### config.mk
export PLATFORM = sky130hd
export DESIGN_NAME = dual_port_ram_arbiter_flat
export DESIGN_NICKNAME = d
export VERILOG_FILES = /design/src/rtl/dual_port_ram_arbiter_if.sv /design/src/rtl/dual_port_ram_arbiter.sv /design/src/flat_wrapper.sv
export SDC_FILE = /design/constraint.sdc
export NUM_CORES = 1
export LEC_CHECK = 0
export BUFFER_PORTS_ARGS = -buffer_cell sky130_fd_sc_hd__buf_4
export CORE_UTILIZATION = 44
export DETAILED_ROUTE_END_ITERATION = 16
export GPL_TIMING_DRIVEN = 0
export MAX_ROUTING_LAYER = met4
export PLACE_DENSITY = 0.88
export SKIP_LAST_GASP = 1
export SYNTH_ARGS = -nofsm -noshare
export SYNTH_HDL_FRONTEND = slang
export SYNTH_SLANG_ARGS = --single-unit
### constraint.sdc
create_clock -name clk -period 6.05 [get_ports clk]
set_clock_uncertainty 0.2 [all_clocks]
set_input_delay 1.21 -clock clk [delete_from_list [all_inputs] [get_ports clk]]
set_output_delay 1.21 -clock clk [all_outputs]
set_load 0.05 [all_outputs]
### src/rtl/dual_port_ram_arbiter_if.sv
// ---------------------------------------------------------------------------
// dual_port_ram_arbiter_if
//   Request/response bundle between NUM_REQ requesters and the dual-port RAM
//   arbiter. Each vector carries one bit or one slot per requester. Slot i of
//   a packed field is [i*WIDTH +: WIDTH].
//
//   req_valid  requester -> arbiter  request pending
//   req_we     requester -> arbiter  1 = write, 0 = read
//   req_addr   requester -> arbiter  packed RAM addresses
//   req_wdata  requester -> arbiter  packed write data
//   req_ready  arbiter -> requester  grant; a transfer happens on valid && ready
//   rsp_valid  arbiter -> requester  one-cycle pulse when read data returns
//   rsp_data   arbiter -> requester  packed read data; a slot changes only with
//                                    its rsp_valid bit
//
//   modport master : requester side
//   modport slave  : arbiter side
// ---------------------------------------------------------------------------
interface dual_port_ram_arbiter_if #(
  parameter int NUM_REQ    = 4,
  parameter int DATA_WIDTH = 8,
  parameter int ADDR_WIDTH = 4
);
  logic [NUM_REQ-1:0]            req_valid;
  logic [NUM_REQ-1:0]            req_we;
  logic [NUM_REQ*ADDR_WIDTH-1:0] req_addr;
  logic [NUM_REQ*DATA_WIDTH-1:0] req_wdata;
  logic [NUM_REQ-1:0]            req_ready;
  logic [NUM_REQ-1:0]            rsp_valid;
  logic [NUM_REQ*DATA_WIDTH-1:0] rsp_data;

  modport master (
    output req_valid, req_we, req_addr, req_wdata,
    input  req_ready, rsp_valid, rsp_data
  );

  modport slave (
    input  req_valid, req_we, req_addr, req_wdata,
    output req_ready, rsp_valid, rsp_data
  );
endinterface

### src/rtl/dual_port_ram_arbiter.sv
// ---------------------------------------------------------------------------
// dual_port_ram_arbiter
//   Shares one external dual-port RAM between NUM_REQ requesters. Every cycle
//   up to two requests are granted in round-robin order: winner A drives RAM
//   port A and winner B drives port B. When A and B target the same address
//   and at least one of them writes, B is held off so the ports never race on
//   one word. Read data is steered back to the requester that issued the read
//   after RD_LATENCY cycles.
//
//   Ports
//     clk             clock, all logic on posedge
//     sync_rst        synchronous reset, active-high
//     bus             request/response bundle (slave modport)
//     ram_clk_en      RAM clock enable, low while in reset
//     ram_wr_en_a/b   RAM write enables
//     ram_addr_a/b    RAM addresses (0 when the port is idle)
//     ram_wr_data_a/b RAM write data
//     ram_rd_reg_rst  RAM read-register reset, high while in reset
//     ram_rd_data_a/b RAM read data, valid RD_LATENCY-1 edges after accept
//
//   The RAM rd_en / rd_clk_en inputs are tied high where the RAM is
//   instantiated, so every granted read produces data.
// ---------------------------------------------------------------------------
module dual_port_ram_arbiter #(
  parameter int NUM_REQ    = 4,
  parameter int DATA_WIDTH = 8,
  parameter int ADDR_WIDTH = 4,
  parameter int RD_LATENCY = 2
) (
  input  logic                  clk,
  input  logic                  sync_rst,
  dual_port_ram_arbiter_if.slave bus,
  output logic                  ram_clk_en,
  output logic                  ram_wr_en_a,
  output logic                  ram_wr_en_b,
  output logic [ADDR_WIDTH-1:0] ram_addr_a,
  output logic [ADDR_WIDTH-1:0] ram_addr_b,
  output logic [DATA_WIDTH-1:0] ram_wr_data_a,
  output logic [DATA_WIDTH-1:0] ram_wr_data_b,
  output logic                  ram_rd_reg_rst,
  input  logic [DATA_WIDTH-1:0] ram_rd_data_a,
  input  logic [DATA_WIDTH-1:0] ram_rd_data_b
);

  localparam int IDX_W = (NUM_REQ > 1) ? $clog2(NUM_REQ) : 1;

  typedef logic [IDX_W-1:0] idx_t;

  // Circular index: base + off, wrapped into 0..NUM_REQ-1 (off < NUM_REQ).
  function automatic idx_t circ_add(input idx_t base, input int off);
    int s;
    s = int'(base) + off;
    if (s >= NUM_REQ) s = s - NUM_REQ;
    return idx_t'(s);
  endfunction

  // Next round-robin start after the given winner.
  function automatic idx_t wrap_inc(input idx_t i);
    if (int'(i) == NUM_REQ - 1) return '0;
    return i + 1'b1;
  endfunction

  // Unpacked views of the request payload
  logic [ADDR_WIDTH-1:0] addr_arr  [NUM_REQ];
  logic [DATA_WIDTH-1:0] wdata_arr [NUM_REQ];

  always_comb begin
    for (int i = 0; i < NUM_REQ; i++) begin
      addr_arr[i]  = bus.req_addr[i*ADDR_WIDTH +: ADDR_WIDTH];
      wdata_arr[i] = bus.req_wdata[i*DATA_WIDTH +: DATA_WIDTH];
    end
  end

  // Control state
  idx_t rr_ptr;
  logic rd_vld_a_p [RD_LATENCY];
  logic rd_vld_b_p [RD_LATENCY];

  // Requester id travelling with each read (payload, not reset)
  idx_t rd_id_a_p [RD_LATENCY];
  idx_t rd_id_b_p [RD_LATENCY];

  // Arbitration results
  logic               has_a, has_b, hazard;
  logic               grant_a, grant_b;
  idx_t               idx_a, idx_b, cand_a, cand_b, last_win;
  logic               we_a, we_b;
  logic [NUM_REQ-1:0] ready_vec;

  always_comb begin
    has_a  = 1'b0;
    idx_a  = rr_ptr;
    cand_a = '0;
    for (int k = 0; k < NUM_REQ; k++) begin
      cand_a = circ_add(rr_ptr, k);
      if (!has_a && bus.req_valid[cand_a]) begin
        has_a = 1'b1;
        idx_a = cand_a;
      end
    end

    // B searches onward from A, so it can never pick A again.
    has_b  = 1'b0;
    idx_b  = idx_a;
    cand_b = '0;
    for (int k = 1; k < NUM_REQ; k++) begin
      cand_b = circ_add(idx_a, k);
      if (has_a && !has_b && bus.req_valid[cand_b]) begin
        has_b = 1'b1;
        idx_b = cand_b;
      end
    end

    we_a = bus.req_we[idx_a];
    we_b = bus.req_we[idx_b];

    // Two reads of one word are harmless; any write to a shared word is not.
    hazard = has_a && has_b && (addr_arr[idx_a] == addr_arr[idx_b]) && (we_a || we_b);

    grant_a  = has_a && !sync_rst;
    grant_b  = has_b && !hazard && !sync_rst;
    last_win = grant_b ? idx_b : idx_a;

    ready_vec = '0;
    if (grant_a) ready_vec[idx_a] = 1'b1;
    if (grant_b) ready_vec[idx_b] = 1'b1;
  end

  assign bus.req_ready = ready_vec;

  // RAM drive: idle ports sit at address 0 with writes disabled
  always_comb begin
    ram_clk_en     = !sync_rst;
    ram_rd_reg_rst = sync_rst;

    ram_wr_en_a   = grant_a && we_a;
    ram_addr_a    = grant_a ? addr_arr[idx_a]  : '0;
    ram_wr_data_a = grant_a ? wdata_arr[idx_a] : '0;

    ram_wr_en_b   = grant_b && we_b;
    ram_addr_b    = grant_b ? addr_arr[idx_b]  : '0;
    ram_wr_data_b = grant_b ? wdata_arr[idx_b] : '0;
  end

  // Pipeline outputs, aligned with the RAM read data of each port
  logic ret_vld_a, ret_vld_b;
  idx_t ret_id_a, ret_id_b;

  always_comb begin
    ret_vld_a = rd_vld_a_p[RD_LATENCY-1];
    ret_vld_b = rd_vld_b_p[RD_LATENCY-1];
    ret_id_a  = rd_id_a_p[RD_LATENCY-1];
    ret_id_b  = rd_id_b_p[RD_LATENCY-1];
  end

  // ---- Stage p0 .. p(RD_LATENCY-1): read-return valid pipeline and pointer
  always_ff @(posedge clk) begin
    if (sync_rst) begin
      rr_ptr <= '0;
      for (int k = 0; k < RD_LATENCY; k++) begin
        rd_vld_a_p[k] <= 1'b0;
        rd_vld_b_p[k] <= 1'b0;
      end
    end else begin
      if (grant_a) rr_ptr <= wrap_inc(last_win);
      rd_vld_a_p[0] <= grant_a && !we_a;
      rd_vld_b_p[0] <= grant_b && !we_b;
      for (int k = 1; k < RD_LATENCY; k++) begin
        rd_vld_a_p[k] <= rd_vld_a_p[k-1];
        rd_vld_b_p[k] <= rd_vld_b_p[k-1];
      end
    end
  end

  always_ff @(posedge clk) begin
    rd_id_a_p[0] <= idx_a;
    rd_id_b_p[0] <= idx_b;
    for (int k = 1; k < RD_LATENCY; k++) begin
      rd_id_a_p[k] <= rd_id_a_p[k-1];
      rd_id_b_p[k] <= rd_id_b_p[k-1];
    end
  end

  // ---- Response stage: steer each port's read data to its requester
  // Both ports carry reads accepted on the same edge, so their ids differ.
  always_ff @(posedge clk) begin
    if (sync_rst) begin
      bus.rsp_valid <= '0;
      bus.rsp_data  <= '0;
    end else begin
      for (int i = 0; i < NUM_REQ; i++) begin
        if (ret_vld_a && (ret_id_a == idx_t'(i))) begin
          bus.rsp_valid[i]                          <= 1'b1;
          bus.rsp_data[i*DATA_WIDTH +: DATA_WIDTH]  <= ram_rd_data_a;
        end else if (ret_vld_b && (ret_id_b == idx_t'(i))) begin
          bus.rsp_valid[i]                          <= 1'b1;
          bus.rsp_data[i*DATA_WIDTH +: DATA_WIDTH]  <= ram_rd_data_b;
        end else begin
          bus.rsp_valid[i]                          <= 1'b0;
        end
      end
    end
  end

endmodule

### src/flat_wrapper.sv
// flat-port wrapper written by rule: the top's interface ports become plain ports
module dual_port_ram_arbiter_flat 
#(
  parameter int NUM_REQ    = 4,
  parameter int DATA_WIDTH = 8,
  parameter int ADDR_WIDTH = 4,
  parameter int RD_LATENCY = 2
)
  (clk, sync_rst, ram_clk_en, ram_wr_en_a, ram_wr_en_b, ram_addr_a, ram_addr_b, ram_wr_data_a, ram_wr_data_b, ram_rd_reg_rst, ram_rd_data_a, ram_rd_data_b, bus_req_valid, bus_req_we, bus_req_addr, bus_req_wdata, bus_req_ready, bus_rsp_valid, bus_rsp_data);
  dual_port_ram_arbiter_if #(.NUM_REQ(NUM_REQ), .DATA_WIDTH(DATA_WIDTH), .ADDR_WIDTH(ADDR_WIDTH)) bus_i ();
  input  logic clk;
  input  logic sync_rst;
  output logic ram_clk_en;
  output logic ram_wr_en_a;
  output logic ram_wr_en_b;
  output logic [ADDR_WIDTH-1:0] ram_addr_a;
  output logic [ADDR_WIDTH-1:0] ram_addr_b;
  output logic [DATA_WIDTH-1:0] ram_wr_data_a;
  output logic [DATA_WIDTH-1:0] ram_wr_data_b;
  output logic ram_rd_reg_rst;
  input  logic [DATA_WIDTH-1:0] ram_rd_data_a;
  input  logic [DATA_WIDTH-1:0] ram_rd_data_b;
  input wire logic [$bits(bus_i.req_valid)-1:0] bus_req_valid;
  input wire logic [$bits(bus_i.req_we)-1:0] bus_req_we;
  input wire logic [$bits(bus_i.req_addr)-1:0] bus_req_addr;
  input wire logic [$bits(bus_i.req_wdata)-1:0] bus_req_wdata;
  output wire logic [$bits(bus_i.req_ready)-1:0] bus_req_ready;
  output wire logic [$bits(bus_i.rsp_valid)-1:0] bus_rsp_valid;
  output wire logic [$bits(bus_i.rsp_data)-1:0] bus_rsp_data;
  assign bus_i.req_valid = bus_req_valid;
  assign bus_i.req_we = bus_req_we;
  assign bus_i.req_addr = bus_req_addr;
  assign bus_i.req_wdata = bus_req_wdata;
  assign bus_req_ready = bus_i.req_ready;
  assign bus_rsp_valid = bus_i.rsp_valid;
  assign bus_rsp_data = bus_i.rsp_data;
  dual_port_ram_arbiter #(.NUM_REQ(NUM_REQ), .DATA_WIDTH(DATA_WIDTH), .ADDR_WIDTH(ADDR_WIDTH), .RD_LATENCY(RD_LATENCY)) u_core (.clk(clk), .sync_rst(sync_rst), .bus(bus_i), .ram_clk_en(ram_clk_en), .ram_wr_en_a(ram_wr_en_a), .ram_wr_en_b(ram_wr_en_b), .ram_addr_a(ram_addr_a), .ram_addr_b(ram_addr_b), .ram_wr_data_a(ram_wr_data_a), .ram_wr_data_b(ram_wr_data_b), .ram_rd_reg_rst(ram_rd_reg_rst), .ram_rd_data_a(ram_rd_data_a), .ram_rd_data_b(ram_rd_data_b));
endmodule
---- After elaboration in Yosys (flattened, before gate mapping) ----
Memories as Yosys holds them, arrays and structs flattened.
Index checks and enable logic that the tools add are counted.
storage, ports and cells
  bits in latches ......................... 0
  bits of input ports ..................... 74
  output and inout port bits .............. 68
  word-level logic and storage cells ...... 193
  flip-flop bits (word level) ............. 38
  ROM bits ................................ 0
  memories kept ........................... 4
  bits in writable memories ............... 12
cells by class
  add/sub/neg operators ................... 14
  $mul .................................... 0
  shifts and indexed selects .............. 0
  multiplexer cells ....................... 90
  divide/modulo/power cells ............... 0
  reduce and logical (&&, ||, !) cells .... 44
  equality and inequality tests ........... 8
  bitwise operators ....................... 7
  order comparisons ....................... 20
memory list
  memory             depth  bits a word  read ports  clocked after memory_dff  wr ports  RTL line                     text
  u_core.rd_id_a_p   2      2            2           0                         2         dual_port_ram_arbiter.sv:80  idx_t rd_id_a_p [RD_LATENCY];
  u_core.rd_id_b_p   2      2            2           0                         2         dual_port_ram_arbiter.sv:81  idx_t rd_id_b_p [RD_LATENCY];
  u_core.rd_vld_a_p  2      1            2           0                         2         dual_port_ram_arbiter.sv:76  logic rd_vld_a_p [RD_LATENCY];
  u_core.rd_vld_b_p  2      1            2           0                         2         dual_port_ram_arbiter.sv:77  logic rd_vld_b_p [RD_LATENCY];
operator list
  cell                 number
  $mux 8               14
  $mux 1               36
  $mux 2               17
  $bmux 8 s2           2
  $mux 4               8
  $logic_and 1x1->1    28
  $lt 2x3->1 const B   9
  $ge 3x3->1 const B   8
  $bmux 1 s2           9
  $bmux 4 s2           2
  $sub 2x1->2 const B  7
  $add 2x2->3 const B  4
  $logic_not 1->1      9
  $eq 2x2->1 const B   4
  $reduce_bool 2->1    4
  $add 2x1->3 const B  2
  $eq 2x1->1 const B   3
  $not 2->3            2
  $demux 1 s2          2
  $eq 4x4->1           1
  $ge 2x1->1 const B   2
  $logic_not 2->1      2
  $or 1x1->1           4
  $or 4x4->4           1
  other kinds (3)      3

---- Logic depth before layout (Yosys ltp) ----
Gate-level depths: netlist of the first run.
  depth after elaboration ................. 45
  gate-level depth with buffers ........... 18
  gate-level depth less buffers ........... 14

---- Worst setup path after synthesis of the first run ----
Ideal clock, no wire load.
  path kind ............................... input -> output
  from .................................... input port bus_req_valid[2]
  to ...................................... output port ram_wr_data_b[7]
  path buffers ............................ 4
  stages on the path ...................... 17
  setup slack ............................. -0.996 ns
  arrival time ............................ 5.636 ns
  data required time ...................... 4.640 ns
  cell sequence ........................... buf_4 -> buf_6 -> nor2b_1 -> o21ai_0 -> o221a_2 -> buf_1 -> ha_1 -> a31oi_1 -> o31ai_2 -> a22oi_2 -> o21a_1 -> buf_6 -> clkinv_4 -> mux4_2 -> xnor2_2 -> o41ai_2 -> a211oi_1
between the ends
  longest elaborated chain between the ends .. 38
  elaborated cells between the ends (all ways) .. 77
  those cells by class .................... add/sub: 6; order compare: 3; eq/ne: 1; mux: 45; bitwise: 2; reduce/logical: 20
RTL lines
  item                                        RTL line                                                    text
  from (decl)                                 flat_wrapper.sv:23                                          input wire logic [$bits(bus_i.req_valid)-1:0] bus_req_valid;
  $bmux 1 s2                                  dual_port_ram_arbiter.sv:96                                 if (!has_a && bus.req_valid[cand_a]) begin
  $mux 1 (implied by the code)                dual_port_ram_arbiter.sv:96
  $mux 1                                      dual_port_ram_arbiter.sv:96
  $logic_not 1->1                             dual_port_ram_arbiter.sv:96
  $logic_and 1x1->1                           dual_port_ram_arbiter.sv:96
  $mux 1                                      dual_port_ram_arbiter.sv:96
  $logic_not 1->1                             dual_port_ram_arbiter.sv:96
  $logic_and 1x1->1                           dual_port_ram_arbiter.sv:96
  [4 not listed]                              -
  net u_core.idx_a[0]                         dual_port_ram_arbiter.sv:86                                 idx_t idx_a, idx_b, cand_a, cand_b, last_win;
  [15 not listed]                             -
  $not 2->3 (implied by the code)             dual_port_ram_arbiter.sv:118, dual_port_ram_arbiter.sv:142
  $bmux 4 s2                                  dual_port_ram_arbiter.sv:118                                hazard = has_a && has_b && (addr_arr[idx_a] == addr_arr[idx_b]) && (we_a || we_b);
  $mux 4 (implied by the code) (2 in series)  dual_port_ram_arbiter.sv:118
  $eq 4x4->1                                  dual_port_ram_arbiter.sv:118
  $logic_and 1x1->1 (2 in series)             dual_port_ram_arbiter.sv:118
  $logic_not 1->1                             dual_port_ram_arbiter.sv:121                                grant_b = has_b && !hazard && !sync_rst;
  $logic_and 1x1->1 (2 in series)             dual_port_ram_arbiter.sv:121
  $mux 8 *                                    dual_port_ram_arbiter.sv:142                                ram_wr_data_b = grant_b ? wdata_arr[idx_b] : '0;
  to (decl)                                   flat_wrapper.sv:19                                          output logic [DATA_WIDTH-1:0] ram_wr_data_b;
Mark *: on every way through the listed nets, which the timed path passes. The rest lies on a longest branch. The select of a mux whose other input is x is not followed.

---- Worst setup path after layout of the first run ----
  from .................................... input port bus_req_valid[3]
  to ...................................... output port bus_req_ready[3]
between the ends
  longest elaborated chain between the ends .. 38
  elaborated cells between the ends (all ways) .. 87
  those cells by class .................... add/sub: 6; order compare: 7; eq/ne: 1; mux: 47; bitwise: 3; reduce/logical: 23
RTL lines
  item                                        RTL line                      text
  $bmux 1 s2                                  dual_port_ram_arbiter.sv:96
  $mux 1 (implied by the code)                dual_port_ram_arbiter.sv:96
  $mux 1                                      dual_port_ram_arbiter.sv:96
  $logic_not 1->1                             dual_port_ram_arbiter.sv:96
  $logic_and 1x1->1                           dual_port_ram_arbiter.sv:96
  $mux 1                                      dual_port_ram_arbiter.sv:96
  $logic_not 1->1                             dual_port_ram_arbiter.sv:96
  $logic_and 1x1->1                           dual_port_ram_arbiter.sv:96
  [19 not listed]                             -
  $not 2->3 (implied by the code)             dual_port_ram_arbiter.sv:118
  $bmux 4 s2                                  dual_port_ram_arbiter.sv:118
  $mux 4 (implied by the code) (2 in series)  dual_port_ram_arbiter.sv:118
  $eq 4x4->1                                  dual_port_ram_arbiter.sv:118
  $logic_and 1x1->1 (2 in series)             dual_port_ram_arbiter.sv:118
  $logic_not 1->1                             dual_port_ram_arbiter.sv:121
  $logic_and 1x1->1 (2 in series)             dual_port_ram_arbiter.sv:121
  $mux 4 *                                    dual_port_ram_arbiter.sv:126  if (grant_b) ready_vec[idx_b] = 1'b1;
  to (decl)                                   flat_wrapper.sv:27            output wire logic [$bits(bus_i.req_ready)-1:0] bus_req_ready;
Mark *: on every way between the ends. The rest lies on a longest branch, timed or not. The select of a mux whose other input is x is not followed.

==> out/metrics.cfg, run 1 <==
[synth]
ys_seq_area_frac = 0.2706
ys_ff_latch = 50
async_reset_ff_frac = 0
avgSynthCellArea_sq_um = 8.806
yosys_warnings = 0
netlist_area_sq_um = 3699
synth_ff_type = dfxtp_1
syn_inst = 420
yosysUniqueCellTypes = 63
synth_enable_flop_cells = 0
synth_nets = 498

[global_routing]
grt_pass1_vias = 3927
grt_usage = 0.2804
grt-ovfl-total = 0
grt_pass1_wl_mm = 18.89
antenna_found_initial = 0
grt_max_degree = 18

[clock_tree]
htree_levels = 2
cts.sinks = 50
cts-root-buf = clkbuf_8
path_clk_slew_ps = 90
insertion_delay_ps = 300
cts_tree = done
numCtsBuffers = 5
cts_buffer_depth = 2

[setup_path]
crit_arrival_ps = 4690
worst-r2r-cell-count = 19
reg2reg_setup_slack_ps = 1800
timing.rr.end = u_core.rr_ptr[0]$_SDFFE_PP0P_
rr_startpoint = u_core.rr_ptr[1]$_SDFFE_PP0P_
path_cells = buf_12 > or2_4 > o21ai_2 > o311a_4 > ha_4 > a31oi_4 > o31ai_4 > a22oi_2 > o21a_1 > buf_6 > inv_8 > mux4_2 > xnor2_4 > o41a_4 > a32o_2 > buf_8
start_kind = primary input
path_class = primary input to output pin
worstPathMaxFanout = 8
crit_required_ps = 4640
worst_path_largest_cell_delay_ps = 550
critPathLaunch = bus_req_valid[3]
endpoint = bus_req_ready[3]
worstSetupEndpointType = output pin
slowest_stage = o41a_4

[sta]
min_period_over_period = 1.009
rsz0062_at_grt = yes
slew_violations = 0
min_period_ps = 6104
setup_ws_ps = -53.52
tightest_slew_ps = 976.0
fmax_ghz = 0.1638
hold_viol_final = 0
relSlewSlack = 0.3493
setup_viol = 4
final.setup.tns_ps = -139.1
whs_ps = 135.1

[pwr]
ir_worst_vdd_uv = 398.5
power.density_nw_per_um2 = 445.8
p_leak_nw = 2.488

[detailed_routing]
drt-initial-drc-count = 257
drt-pass1-iter-count = 5
antenna_left = 0
postRouteWirelength_mm = 12.73
vias = 4200
drc = 0
wl_per_cell_um = 18.16
viasPerCell = 5.991

[cells_and_area]
n_antenna_cell = 0
area.growth.synth_to_final_pct = 49.63
nFillCells = 667
seq_area_sq_um = 1001
final_nets = 673
drive_gt1_frac = 0.4228
finalInstanceArea_sq_um = 5534
multi_input_area_sq_um = 2666

[placed_design]
hpwl_mm = 8.965
numPortBuffers = 138
place.gp.congestion = 0.9185
placedInstanceArea_sq_um = 5011

[outcome]
status = finished, violations left
violations = setup timing

[floorplanning]
io_pins = 142
fp.coreArea_sq_um = 8175
std_cell_rows = 33
initial_core_util = 0.4524
dieArea_sq_um = 8777
die_w_um = 93.69
fp.dieH_um = 93.69

[min_path]
hp-class = register to register

[flow_run]
drv_cap = 0

==> report_power, final <==
| group | internal, mW | total [mW] | switching, mW |
|---|---|---|---|
| combinational | 0.722 | 1.79 | 1.07 |
| clock | 0.126 | 0.243 | 0.117 |
| sequential | 0.394 | 0.432 | 0.0377 |
==> critical path: cells and delay by family <==
family	cells	cell delay, ps
compound gates	8	1860
xor+xnor	1	190
fa+ha+maj	1	220
buf+inv	4	440
mux	1	490
simple gates	1	270
==> layout by cell type (no fill, tap or decap), types with 17 or more instances in the layout <==
master and instances:
a211oi_1 41, a21oi_1 17, and2_1 20, buf_4 163, clkbuf_1 19, dfxtp_1 50
mux2i_1 49, nand2_1 22, nor2_1 48
==> logic make-up (layout without fill, tap and decap cells) <==
logic type,Yosys count,after routing,synth area share
compound gates,131,131,0.2788
xor+xnor,3,3,0.009136
fa+ha+maj,4,4,0.01353
buf+inv,47,223,0.06529
flops,50,50,0.2706
mux,60,60,0.1955
simple gates,125,125,0.1671
==> layout make-up <==
class                   count  share of cell area
inverters                   9            0.008365
clock buffers               5             0.01243
plain buffers              35             0.04137
clock inverters             3            0.008818
well taps                 105             0.02374
repair buffers            171              0.2426
flip-flops and latches     50              0.1809
multi-input cells         323              0.4818
==> registers in the layout (all words and copies together) (netlist names) <==
signal	cells
u_core.bus.rsp_data	32
u_core.bus.rsp_valid	4
u_core.rd_id_a_p	4
u_core.rd_id_b_p	4
u_core.rd_vld_a_p	2
u_core.rd_vld_b_p	2
u_core.rr_ptr	2
==> what timing repair did <==
action	CTS	global route
endpoints found under the setup margin	17	17
gates cloned	1	1
hold buffers	0	0
setup buffers	22	9
gates resized for setup	28	13
pin swaps	15	11
==> worst min path at each step <==
stage / start / endpoint / slack (ps) / cells after the start
after floorplan: u_core.rd_id_a_p[0][0]$_DFF_P_ / u_core.rd_id_a_p[0][2]$_DFF_P_ / 110 / 0
after global placement: u_core.rd_id_b_p[0][0]$_DFF_P_ / u_core.rd_id_b_p[0][2]$_DFF_P_ / 110 / 0
after detailed placement: u_core.rd_id_b_p[0][1]$_DFF_P_ / u_core.rd_id_b_p[0][3]$_DFF_P_ / 110 / 0
after CTS: u_core.rd_id_b_p[0][1]$_DFF_P_ / u_core.rd_id_b_p[0][3]$_DFF_P_ / 130 / 0
after global routing: u_core.rd_id_b_p[0][1]$_DFF_P_ / u_core.rd_id_b_p[0][3]$_DFF_P_ / 140 / 0
final: u_core.rd_id_b_p[0][1]$_DFF_P_ / u_core.rd_id_b_p[0][3]$_DFF_P_ / 140 / 0
==> synth_stat cells, types with 2 or more instances <==
cell type | instances | area, sq um
a211oi_1 | 42 | 315.3
o2111ai_1 | 2 | 17.52
o211ai_1 | 3 | 22.52
and2_1 | 20 | 125.1
buf_1 | 3 | 11.26
a22oi_2 | 3 | 37.54
buf_6 | 4 | 45.04
o2bb2ai_1 | 2 | 17.52
a32oi_1 | 2 | 17.52
a211oi_2 | 8 | 100.1
buf_2 | 8 | 40.04
and3_1 | 3 | 18.77
o221ai_1 | 3 | 26.28
a22o_1 | 3 | 26.28
clkbuf_1 | 19 | 71.32
a32o_1 | 5 | 50.05
o21ai_1 | 3 | 15.01
nor3_1 | 3 | 15.01
xnor2_1 | 2 | 17.52
o21ai_0 | 13 | 65.06
nor2b_1 | 8 | 50.05
a221o_1 | 2 | 20.02
mux2_4 | 2 | 30.03
dfxtp_1 | 50 | 1001
mux4_2 | 9 | 202.7
a21boi_0 | 2 | 15.01
nand3_1 | 5 | 25.02
a31oi_1 | 2 | 12.51
o21a_1 | 2 | 15.01
ha_1 | 4 | 50.05
nand3b_1 | 5 | 37.54
a21oi_1 | 20 | 100.1
nor2_1 | 50 | 187.7
nand2_1 | 23 | 86.33
inv_1 | 6 | 22.52
mux2i_1 | 49 | 490.5
buf_4 | 4 | 30.03
==> through the flow <==
step                      power [mW]  cells  setup slack [ps]  utilization
after global routing           2.577    701            -162.5       0.6769
after detailed placement       1.990    663            -661.9       0.6129
final                          2.467    701            -53.52       0.6769
after global placement         1.961    663            -630.8       0.6129
after CTS                      2.367    693            0.2638       0.6618
after floorplan                1.615    420            -62.26            -
==> metal layers <==
layer | global-route usage | routed length [um]
met5 | - | 0
met4 | 0.1026 | 302
met3 | 0.03803 | 1100
met2 | 0.4751 | 6237
met1 | 0.3397 | 5091
Power figures use the tool's default switching activity.
==> run 2: changes to the inputs <==
--- a/config.mk
+++ b/config.mk
@@ -11,7 +11,9 @@
 export GPL_TIMING_DRIVEN = 0
 export MAX_ROUTING_LAYER = met4
 export PLACE_DENSITY = 0.88
+export RECOVER_POWER = 25
 export SKIP_LAST_GASP = 1
 export SYNTH_ARGS = -nofsm -noshare
 export SYNTH_HDL_FRONTEND = slang
 export SYNTH_SLANG_ARGS = --single-unit
+export TNS_END_PERCENT = 30
==> run 2 against run 1 <==
Against the previous run: the flow still finishes with violations (setup timing); global-route usage rose by 0.11 points; critical path depth rose by 1; wire length decreased by 2.2%.
==> out/metrics.cfg, run 2 (synthesis results as in run 1) <==
[clock_tree]
cts_tree = done
cts-root-buf = clkbuf_8
cts_buffer_depth = 2  ; unchanged
numCtsBuffers = 5  ; unchanged
htree_levels = 2  ; unchanged
insertion_delay_ps = 290  ; about the same
cts.sinks = 50  ; unchanged
path_clk_slew_ps = 80  ; about the same

[setup_path]
timing.rr.end = u_core.rr_ptr[0]$_SDFFE_PP0P_
reg2reg_setup_slack_ps = 1700  ; -100 ps
critPathTopFamily = compound AO/OA/AOI/OAI gates
worstSetupEndpointType = output pin
path_class = primary input to output pin
crit_arrival_ps = 4770  ; +80 ps
worstPathMaxFanout = 8  ; unchanged
worst-r2r-cell-count = 18  ; -1
start_kind = primary input
crit_required_ps = 4640  ; about the same
slowest_stage = o41a_4
crit_path_frequent_cell = buf_6
cp.depth = 17  ; +1
path_cells = buf_6 > buf_12 > buf_4 > a21oi_2 > o221a_4 > ha_4 > a31oi_4 > o31ai_4 > a22oi_2 > o21a_1 > buf_6 > clkinv_8 > mux4_2 > xnor2_4 > o41a_4 > a32o_2 > buf_8
crit_buf_inv = 6  ; +2
rr_startpoint = u_core.rr_ptr[1]$_SDFFE_PP0P_
critPathLaunch = bus_req_valid[2]
worst_path_largest_cell_delay_ps = 550  ; about the same

[cells_and_area]
n_antenna_cell = 0  ; unchanged
largest_reg_flops = 32  ; unchanged
final_common_cell = buf_4
final_cell_mix = buf_4, dfxtp_1, mux2i_1, nor2_1, a211oi_1
final_util = 0.6745  ; -0.002449
finalInstanceArea_sq_um = 5514  ; -0.36%
final_nets = 673  ; unchanged
area.growth.synth_to_final_pct = 49.09
regMostFlops = u_core.bus.rsp_data
drive_gt1_frac = 0.4211  ; -0.001678

[pwr]
ir_worst_vdd_uv = 326.9  ; -18%
p_leak_nw = 2.484  ; -0.17%
power_frac_seq = 0.177  ; +0.002
power_mw = 2.428  ; -1.6%
switching_share = 0.4967  ; about the same
p_clk_frac = 0.096  ; -0.003
combPwrFrac = 0.727  ; about the same
switchingPower_mw = 1.206  ; -1.6%
power.density_nw_per_um2 = 440.3  ; -1.2%
p_int_mw = 1.222  ; -1.6%

[sta]
slew_violations = 0  ; unchanged
tightest_slew_ps = 1017  ; +40.78 ps
min_period_over_period = 1.021  ; +0.01187
rsz0062_at_grt = yes
setup_viol = 17  ; +13
fmax_ghz = 0.1619  ; -1.2%
hold_viol_final = 0  ; unchanged
min_period_ps = 6175  ; +71.83 ps
relSlewSlack = 0.3222  ; -0.02719
setup_ws_ps = -125.4  ; -71.83 ps
final.setup.tns_ps = -1124  ; -984.6 ps

[placed_design]
numPortBuffers = 138  ; unchanged
placedInstanceArea_sq_um = 5011  ; unchanged
place.gp.congestion = 0.9622  ; +4.8%
hpwl_mm = 8.945  ; -0.22%
dp_slack_ps = -715.0  ; -53.11 ps

[floorplanning]
io_pins = 142  ; unchanged
std_cell_rows = 33  ; unchanged
die_w_um = 93.69  ; unchanged
dieArea_sq_um = 8777  ; unchanged
fp.coreArea_sq_um = 8175  ; unchanged
fp.dieH_um = 93.69  ; unchanged
initial_core_util = 0.4524  ; unchanged

[detailed_routing]
vias = 4174  ; -0.62%
drc = 0  ; unchanged
drt-initial-drc-count = 247  ; -3.9%
antenna_left = 0  ; unchanged
viasPerCell = 5.954  ; -0.62%
wl_per_cell_um = 17.76  ; -2.2%
drt-pass1-iter-count = 5  ; unchanged
postRouteWirelength_mm = 12.45  ; -2.2%

[global_routing]
grtUsageMet3 = 0.03803  ; unchanged
busiest_layer = met2
grt_pass1_vias = 3931  ; +0.10%
grt_use_met1 = 0.3440  ; +0.004362
grt-ovfl-total = 0  ; unchanged
use_met2 = 0.4818  ; +0.006691
grt_usage = 0.2816  ; +0.001132
grt_max_degree = 17  ; -1
grt_pass1_wl_mm = 19.22  ; +1.8%
antenna_found_initial = 0  ; unchanged

[flow_run]
drv_cap = 0  ; unchanged

[min_path]
min-delay-start = u_core.rd_id_a_p[0][0]$_DFF_P_
hp-class = register to register
whs_path_depth = 0  ; unchanged
min_to = u_core.rd_id_a_p[0][2]$_DFF_P_

[outcome]
violations = setup timing
status = finished, violations left

run 2: through the flow:
stage / std cells / hold slack [ps]
after floorplan: 420 / 109.6
after global placement: 663 / 112.4
after detailed placement: 663 / 112.8
after CTS: 688 / 132.5
after global routing: 701 / 142.0
final: 701 / 131.9
run 2: timing repair:
| item | in CTS | in global routing |
|---|---|---|
| endpoints found under the setup margin | 17 | 17 |
| resized for setup | 35 | 6 |
| pin swaps | 10 | 13 |
| hold buffers | 0 | 0 |
| buffers inserted | 17 | 15 |
| cloned | 1 | 0 |
run 2: how the worst max path moves through the flow:
stage                            end  slack [ps]
floorplan           ram_wr_data_b[0]         -60
global placement    ram_wr_data_b[0]        -630
detailed placement  ram_wr_data_b[0]        -710
CTS                 bus_req_ready[3]           5
global route        bus_req_ready[3]        -170
finish              bus_req_ready[3]        -130
run 2: power by group through the flow:
stage	Sequential (mW)	Combinational, mW	Clock (mW)
after global placement	0.435	1.52	0
after global routing	0.439	1.86	0.248
after floorplan	0.528	1.09	0
final	0.431	1.76	0.232
after CTS	0.430	1.71	0.237
after detailed placement	0.438	1.55	0
run 2: metal layers:
metal  vias up  part of all wire
met5         -                 0
li1       1911                 -
met2       256              0.49
met4         0             0.027
met1      1974              0.40
met3        33             0.084
run 2: cell type report:
cell class	instances	area, sq um
clock inverter	3	43.79
timing repair buffer	171	1333
fill	632	2661
sequential	50	1001
inverter	9	51.30
tap	105	131.4
clock buffer	5	68.82
multi-input combinational	323	2664
buffer	35	221.5
run 2: worst register-to-register path, delay by kind of cell, from the launching register on:
kind / cells / cell delay (ps)
AOI/OAI and AO/OA: 9 / 1880
buffers and inverters: 5 / 810
muxes: 1 / 490
DFF: 1 / 370
adders and majority gates: 1 / 230
xor gates and xnor gates: 1 / 180
and+or+nand+nor: 1 / 110
